## src/rtl/ctrl_convseq.sv

```systemverilog
// Sequencer for a polyphase convolution engine: writes each new sample into a
// ring buffer, then runs PHASE_NUM load/calc/output passes through the RAM driver.
module ctrl_convseq #(
    parameter int ADDR_WIDTH = 12,
    parameter int PHASE_NUM  = 4
) (
    input  logic                  clk,
    input  logic                  rst,
    input  logic                  flush,
    input  logic                  sample_valid,
    output logic                  sample_ready,
    input  logic [ADDR_WIDTH-1:0] data_bptr,
    input  logic [ADDR_WIDTH-1:0] data_lptr,
    input  logic [ADDR_WIDTH-1:0] coef_base,
    input  logic [ADDR_WIDTH-1:0] taps_len,
    input  logic                  conv_pass,
    output logic                  sample_we,
    output logic [ADDR_WIDTH-1:0] sample_waddr,
    output logic [ADDR_WIDTH-1:0] data_hptr,
    output logic [ADDR_WIDTH-1:0] coef_ptr,
    output logic                  en_init,
    output logic                  ringbuf_init,
    output logic                  coeff_load,
    output logic                  en_calc,
    output logic                  ringbuf_addr_clr,
    output logic                  mac_clr,
    output logic                  mac_en,
    output logic                  result_valid,
    output logic [3:0]            result_phase,
    output logic                  busy
);

    typedef enum logic [2:0] {
        IDLE,
        WRITE,
        LOAD,
        CALC,
        OUT
    } state_t;

    localparam logic [3:0] LAST_PHASE = 4'(PHASE_NUM - 1);

    state_t                state;
    state_t                state_nxt;
    logic [3:0]            phase;
    logic [ADDR_WIDTH-1:0] nxt;

    // Head wraps back to the segment base once it has reached the last address.
    assign nxt = (data_hptr == data_lptr) ? data_bptr : data_hptr + ADDR_WIDTH'(1);

    always_ff @(posedge clk) begin
        if (rst) begin
            state <= IDLE;
        end else begin
            state <= state_nxt;
        end
    end

    always_comb begin
        state_nxt    = state;
        sample_ready = 1'b0;
        sample_we    = 1'b0;
        sample_waddr = '0;
        en_init      = 1'b0;
        ringbuf_init = 1'b0;
        coeff_load   = 1'b0;
        en_calc      = 1'b0;
        mac_clr      = 1'b0;
        mac_en       = 1'b0;
        result_valid = 1'b0;
        result_phase = 4'd0;
        busy         = (state != IDLE);
        case (state)
            IDLE: begin
                // Held low while rst is asserted so nothing is accepted during reset.
                sample_ready = ~rst;
                if (sample_valid) begin
                    state_nxt = WRITE;
                end
            end
            WRITE: begin
                sample_we    = 1'b1;
                sample_waddr = nxt;
                state_nxt    = LOAD;
            end
            LOAD: begin
                en_init      = 1'b1;
                ringbuf_init = 1'b1;
                coeff_load   = 1'b1;
                mac_clr      = 1'b1;
                state_nxt    = CALC;
            end
            CALC: begin
                en_calc = 1'b1;
                mac_en  = 1'b1;
                if (conv_pass) begin
                    state_nxt = OUT;
                end
            end
            OUT: begin
                result_valid = 1'b1;
                result_phase = phase;
                state_nxt    = (phase == LAST_PHASE) ? IDLE : LOAD;
            end
            default: begin
                state_nxt = IDLE;
            end
        endcase
        if (flush) begin
            state_nxt = IDLE;
        end
    end

    always_ff @(posedge clk) begin
        if (rst) begin
            ringbuf_addr_clr <= 1'b0;
        end else begin
            ringbuf_addr_clr <= flush;
        end
    end

    // Flush parks the head on the last address so the next write lands at the base.
    always_ff @(posedge clk) begin
        if (rst) begin
            data_hptr <= data_lptr;
            phase     <= 4'd0;
            coef_ptr  <= '0;
        end else if (flush) begin
            data_hptr <= data_lptr;
            phase     <= 4'd0;
            coef_ptr  <= coef_base;
        end else begin
            case (state)
                WRITE: begin
                    data_hptr <= nxt;
                    phase     <= 4'd0;
                    coef_ptr  <= coef_base;
                end
                OUT: begin
                    if (phase != LAST_PHASE) begin
                        phase    <= phase + 4'd1;
                        coef_ptr <= coef_ptr + taps_len;
                    end
                end
                default: begin
                end
            endcase
        end
    end

endmodule

```

## config.mk

```make
export PLATFORM = sky130hd
export DESIGN_NAME = ctrl_convseq
export DESIGN_NICKNAME = d
export VERILOG_FILES = /design/src/rtl/ctrl_convseq.sv
export SDC_FILE = /design/constraint.sdc
export NUM_CORES = 1
export LEC_CHECK = 0
export BUFFER_PORTS_ARGS = -buffer_cell sky130_fd_sc_hd__buf_2
export CAP_MARGIN = 20
export CORE_MARGIN = 5
export CORE_UTILIZATION = 44
export DETAILED_ROUTE_END_ITERATION = 16
export PLACE_DENSITY = 0.78
export SYNTH_ARGS = -nofsm -noshare
export SYNTH_HDL_FRONTEND = slang
export SYNTH_SLANG_ARGS = --single-unit
```

## constraint.sdc

```tcl
create_clock -name clk -period 2.1 [get_ports clk]
set_clock_uncertainty 0.15 [all_clocks]
set_input_delay 0.105 -clock clk [delete_from_list [all_inputs] [get_ports clk]]
set_output_delay 0.105 -clock clk [all_outputs]
set_load 0.005 [all_outputs]
```

Yosys cells after proc, flatten, opt, wreduce, memory -nomap -nowiden --
Index checks and enable logic that the tools add are counted.
Storage, ports and cells: flip-flop bits (word level) 32, bits in latches 0, memory bits (writable) 0, memory bits (read-only) 0, input port bits 53, output and inout bits 51, memories 0
Cells by class: $add $sub $neg 3, multiply operators 0, div/mod/pow operators 0, order comparisons 0, equality and inequality tests 11, shift-type cells 0, multiplexer cells 20, bitwise logic cells 1, reduce and logical (&&, ||, !) cells 9
Operators by type and width (number):
- $mux W12 | 7
- $pmux W12 S2 | 1
- $pmux W3 S5 | 1
- $add A12 B1 Y12 const B | 1
- $add A12 B12 Y12 | 1
- $eq A12 B12 Y1 | 1
- $reduce_bool A3 Y1 | 3
- $mux W4 | 2
- $pmux W4 S2 | 1
- $eq A3 B2 Y1 const B | 2
- $mux W3 | 2
- $ne A2 B2 Y1 const B | 3
- $reduce_and A2 Y1 | 3
- $mux W1 | 5
- $add A4 B1 Y4 const B | 1
- $eq A4 B2 Y1 const B | 1
- $ne A4 B2 Y1 const B | 1
- $eq A3 B1 Y1 const B | 1
- $eq A3 B3 Y1 const B | 1
- $logic_not A3 Y1 | 1
- $ne A3 B3 Y1 const B | 1
- $mux W2 | 1
- $reduce_bool A2 Y1 | 1
- $reduce_or A2 Y1 | 1
- $not A1 Y1 | 1

Longest topological paths before layout --
word-level depth 5, mapped depth 9, gate-level depth less buffers 9

Worst setup path after synthesis --
OpenSTA, ideal clock, no wires.
path type flip-flop to flip-flop, from reg coef_ptr[0], to reg coef_ptr[10], data arrival time 1818 ps, required time 1877 ps, slack 59 ps, stages on the path, launching flop included 10, buffers on the path 0, period minus slack after synthesis 2041 ps, cells stage by stage dfxtp_1 ha_1 inv_1 fa_1 nor2b_1 o2111ai_1 nand3_1 nand4_1 a211o_1 o211ai_2
On the way: longest elaborated chain between the ends 4
RTL lines:
- start, declared | line 20 | output logic [ADDR_WIDTH-1:0] coef_ptr,
- start signal, assigned | line 131 | coef_ptr <= coef_base;
- start signal, assigned | line 137 | coef_ptr <= coef_base;
- start signal, assigned | line 142 | coef_ptr <= coef_ptr + taps_len;
- $add A12 B12 Y12 | line 142
- $mux W12 | line 140 | if (phase != LAST_PHASE) begin
- $pmux W12 S2 | line 133 | case (state)
- $mux W12 | line 128 | end else if (flush) begin
No other way between the ends. The select of a mux whose other input is x is not followed. A chain may end at the register's enable or synchronous reset.

Worst setup path in the final report --
from reg data_hptr[5], to out sample_waddr[1]
On the way: longest elaborated chain between the ends 3
RTL lines:
- start, declared | line 19 | output logic [ADDR_WIDTH-1:0] data_hptr,
- start signal, assigned | line 125 | data_hptr <= data_lptr;
- start signal, assigned | line 129 | data_hptr <= data_lptr;
- start signal, assigned | line 135 | data_hptr <= nxt;
- $eq A12 B12 Y1 | line 49 | assign nxt = (data_hptr == data_lptr) ? data_bptr : data_hptr + ADDR_WIDTH'(1);
- $mux W12 | line 49
- $mux W12 | line 73 | case (state)
- end, declared | line 18 | output logic [ADDR_WIDTH-1:0] sample_waddr,
No other way between the ends.

==> flow_metrics.tcl <==
set metrics [dict create \
    post-route-min-period_ns 2.41 \
    num_rows 27 \
    ys_seq_elements 32 \
    vias 2803 \
    multi_input_area_um2 1680 \
    final_core_util_pct 65.9 \
    clockPowerShare_pct 30.2 \
    worst_pin_slew_ns 0.468 \
    grt_pass1_vias 2655 \
    grt_overflow 0 \
    dp.final_hpwl_um 5440 \
    finalSetupViolations 24 \
    syn_area_um2 2430 \
    worstHoldPathType "input pin to register" \
    gr-max-usage-layer "met2" \
    cap_violations 0 \
    p_total_w 0.00197 \
    design_area_um2 3580 \
    fin_ws_ns -0.311 \
    reg2reg_depth 9 \
    crit_path_top_delay_cell "edfxtp_1" \
    nFillCells 437 \
    start_util_pct 44.7 \
    violations "hold timing, setup timing" \
    cts_tree "done" \
    die_x_um 84.3 \
    drtIter0Drc 167 \
    dp_slack_ns -0.0482 \
    insertion_delay_ns 0.29 \
    port_buffers 103 \
    cts.path.max_buffers 2 \
    swShare_pct 30.7 \
    hold_depth 3 \
    cp_max_fo 5 \
    synth.top_cells.by_area "dfxtp_1 16%, edfxtp_1 15%, xnor2_1 6.8%, nor2_1 6.8%, ha_1 6.7%" \
    ys.flop_type "dfxtp_1" \
    synthXorXnorAreaFrac_pct 11.5 \
    grt_max_degree 28 \
    synth-simple-area-share_pct 25.9 \
    ios 104 \
    synth-async-reset-ratio_pct 0 \
    intPower_w 0.00136 \
    syn_to_final_growth_pct 47.4 \
    p_leak_nw 1.70 \
    die_h_um 84.3 \
    p_sw_w 0.000605 \
    clk_pin_slew_ns 0.08 \
    drtAntennaViolNets 0 \
    placed_area_um2 3090 \
    cts_sinks 32 \
    route.detailed.drc 0 \
    wire_per_inst_um 15.6 \
    synthesis.instances 303 \
    whs_ns -0.00494 \
    postRouteWirelength_um 8070 \
    setup.worst_path.end_class "primary output" \
    synth_nets 370 \
    drv_slew 0 \
    synth_seq_area_share_pct 31.3 \
    synth_area_leader_cell "dfxtp_1" \
    firstDrtPassIters 4 \
    p_comb_share_pct 32.3 \
    synth_mux_area_share_pct 2.11 \
    yosysTopAreaCellShare_pct 16.5 \
    startpoint_type "register" \
    vdd_drop_max_mv 0.370 \
    root_buffer "clkbuf_8" \
    vias_per_cell 5.43 \
    status "complete, but fails checks" \
    antenna_cells 0 \
    synthAdderAreaFrac_pct 7.51 \
    synth_area_per_cell_um2 8.02 \
    synth_warnings 0 \
    core-area_um2 5440 \
    slowest_delay_ns 0.46 \
    numCtsBuffers 5 \
    synthDistinctLibCells 51 \
    finalCritPeriodShare_pct 115 \
    h-tree-depth 2 \
    seqCellArea_um2 763 \
    drive_gt1_share_pct 39.9 \
    layout_commonest_cell "buf_2" \
    fmax_mhz 415 \
    slew_headroom_pct 68.8 \
    mostFrequentLayoutCells "104 x buf_2, 44 x nor2_1, 31 x nand2_1" \
    path_cells "xnor2_1, nand4_1, nor3_4, buf_6, mux2i_1, nor2_1, buf_2" \
    path_class "register to primary output" \
    fin_cells 516 \
    rsz0062_at_grt "yes" \
    dieArea_um2 7110 \
    grt_pass1_wl_um 12500 \
    hold_violations 1 \
    grtUsageMet2_pct 38.4 \
    track_usage_pct 21.4 \
    cp.arrival_ns 2.16 \
    grtUsageMet1_pct 24.8 \
    synth_edf_count 12 \
    pwr_density_cell_nw_per_um2 549 \
    antenna_found_initial 0 \
    gp_congestion 0.903 \
    power_frac_seq_pct 37.5 \
    met3_usage_pct 4.81 \
    worstPathRequired_ns 1.85 \
    synth_top_family_by_area "simple AND/OR/NAND/NOR gates" \
    fin_nets 510 \
    post-place-cells 479 \
    synth_compound_area_share_pct 16.8 \
]
-- worst paths after layout --
kind	slack, ns	end	from
max	-0.31	sample_waddr[1]	data_hptr[5]$_DFFE_PP_
min	-0.005	data_hptr[8]$_DFFE_PP_	data_lptr[8]
max reg2reg	-0.19	data_hptr[5]$_DFFE_PP_	data_hptr[5]$_DFFE_PP_
min reg2reg	0.35	phase[1]$_SDFFE_PP0P_	phase[1]$_SDFFE_PP0P_
-- layout make-up --
| cell class | instances | area share [%] |
|---|---|---|
| repair buffers | 148 | 25.2 |
| multi-input cells | 247 | 46.9 |
| clock inverters | 2 | 0.978 |
| inverters | 9 | 1.01 |
| flip-flops and latches | 32 | 21.3 |
| well taps | 72 | 2.51 |
| clock buffers | 6 | 2.03 |
-- cells by family after synthesis --
family / Yosys count
buffers and inverters: 24
flip-flops: 32
XOR/XNOR: 32
AND/OR/NAND/NOR: 130
adder cells (fa/ha/maj): 14
multiplexers: 5
AO/OA/AOI/OAI: 66
-- power by group through the flow --
stage               registers, W  logic, W  clock network [W]
CTS                     0.000733  0.000579           0.000599
floorplan               0.000761  0.000292                  0
finish                  0.000738  0.000636           0.000595
global placement        0.000749  0.000505                  0
global route            0.000742  0.000693           0.000633
detailed placement      0.000750  0.000515                  0
-- metrics by stage --
| stage | hold WS (ns) | TNS [ns] |
|---|---|---|
| 6_report | -0.00494 | -3.94 |
| 5_1_grt | 0.0158 | -6.38 |
| 4_1_cts | -0.00943 | -0.914 |
| 3_5_place_dp | 0.220 | -0.0482 |
| 3_3_place_gp | 0.216 | 0 |
| 2_1_floorplan | 0.0266 | 0 |
-- metal layers --
layer	wire length [um]	up-vias
li1	-	1350
met1	3170	1319
met2	4090	108
met3	537	26
met4	277	0
met5	0	-
-- synthesized netlist by cell type (2+ instances only) --
cell type	instances
a211oi_1	6
a21oi_1	24
a311oi_1	2
and2_1	6
and3_1	2
buf_2	4
buf_4	5
clkbuf_1	6
dfxtp_1	20
edfxtp_1	12
ha_1	13
inv_1	8
mux2i_1	4
nand2_1	34
nand3_1	12
nand4_1	8
nor2_1	44
nor2b_1	3
nor3_1	7
o211ai_1	3
o21ai_0	17
o21bai_1	2
or3_1	3
xnor2_1	19
xor2_1	13
-- sequential cells by signal, indices dropped and copies added, names as in the netlist --
register	count
coef_ptr	12
data_hptr	12
phase	4
ringbuf_addr_clr	1
state	3
-- timing repair --
action | CTS | global route
buffers inserted | 8 | 4
pin swaps | 6 | 5
gates resized for setup | 11 | 21
endpoints found under the hold margin | 17 | 0
endpoints found under the setup margin | 14 | 32
cloned | 2 | 0
hold buffers | 15 | 0
-- worst max-delay path: cells and delay by family (launching register included) --
kind | cells | cell delay, ns
multiplexers | 1 | 0.27
XOR/XNOR | 1 | 0.26
flip-flops | 1 | 0.46
buffers and inverters | 2 | 0.30
AND/OR/NAND/NOR | 3 | 0.57
Power figures use the tool's default switching activity.
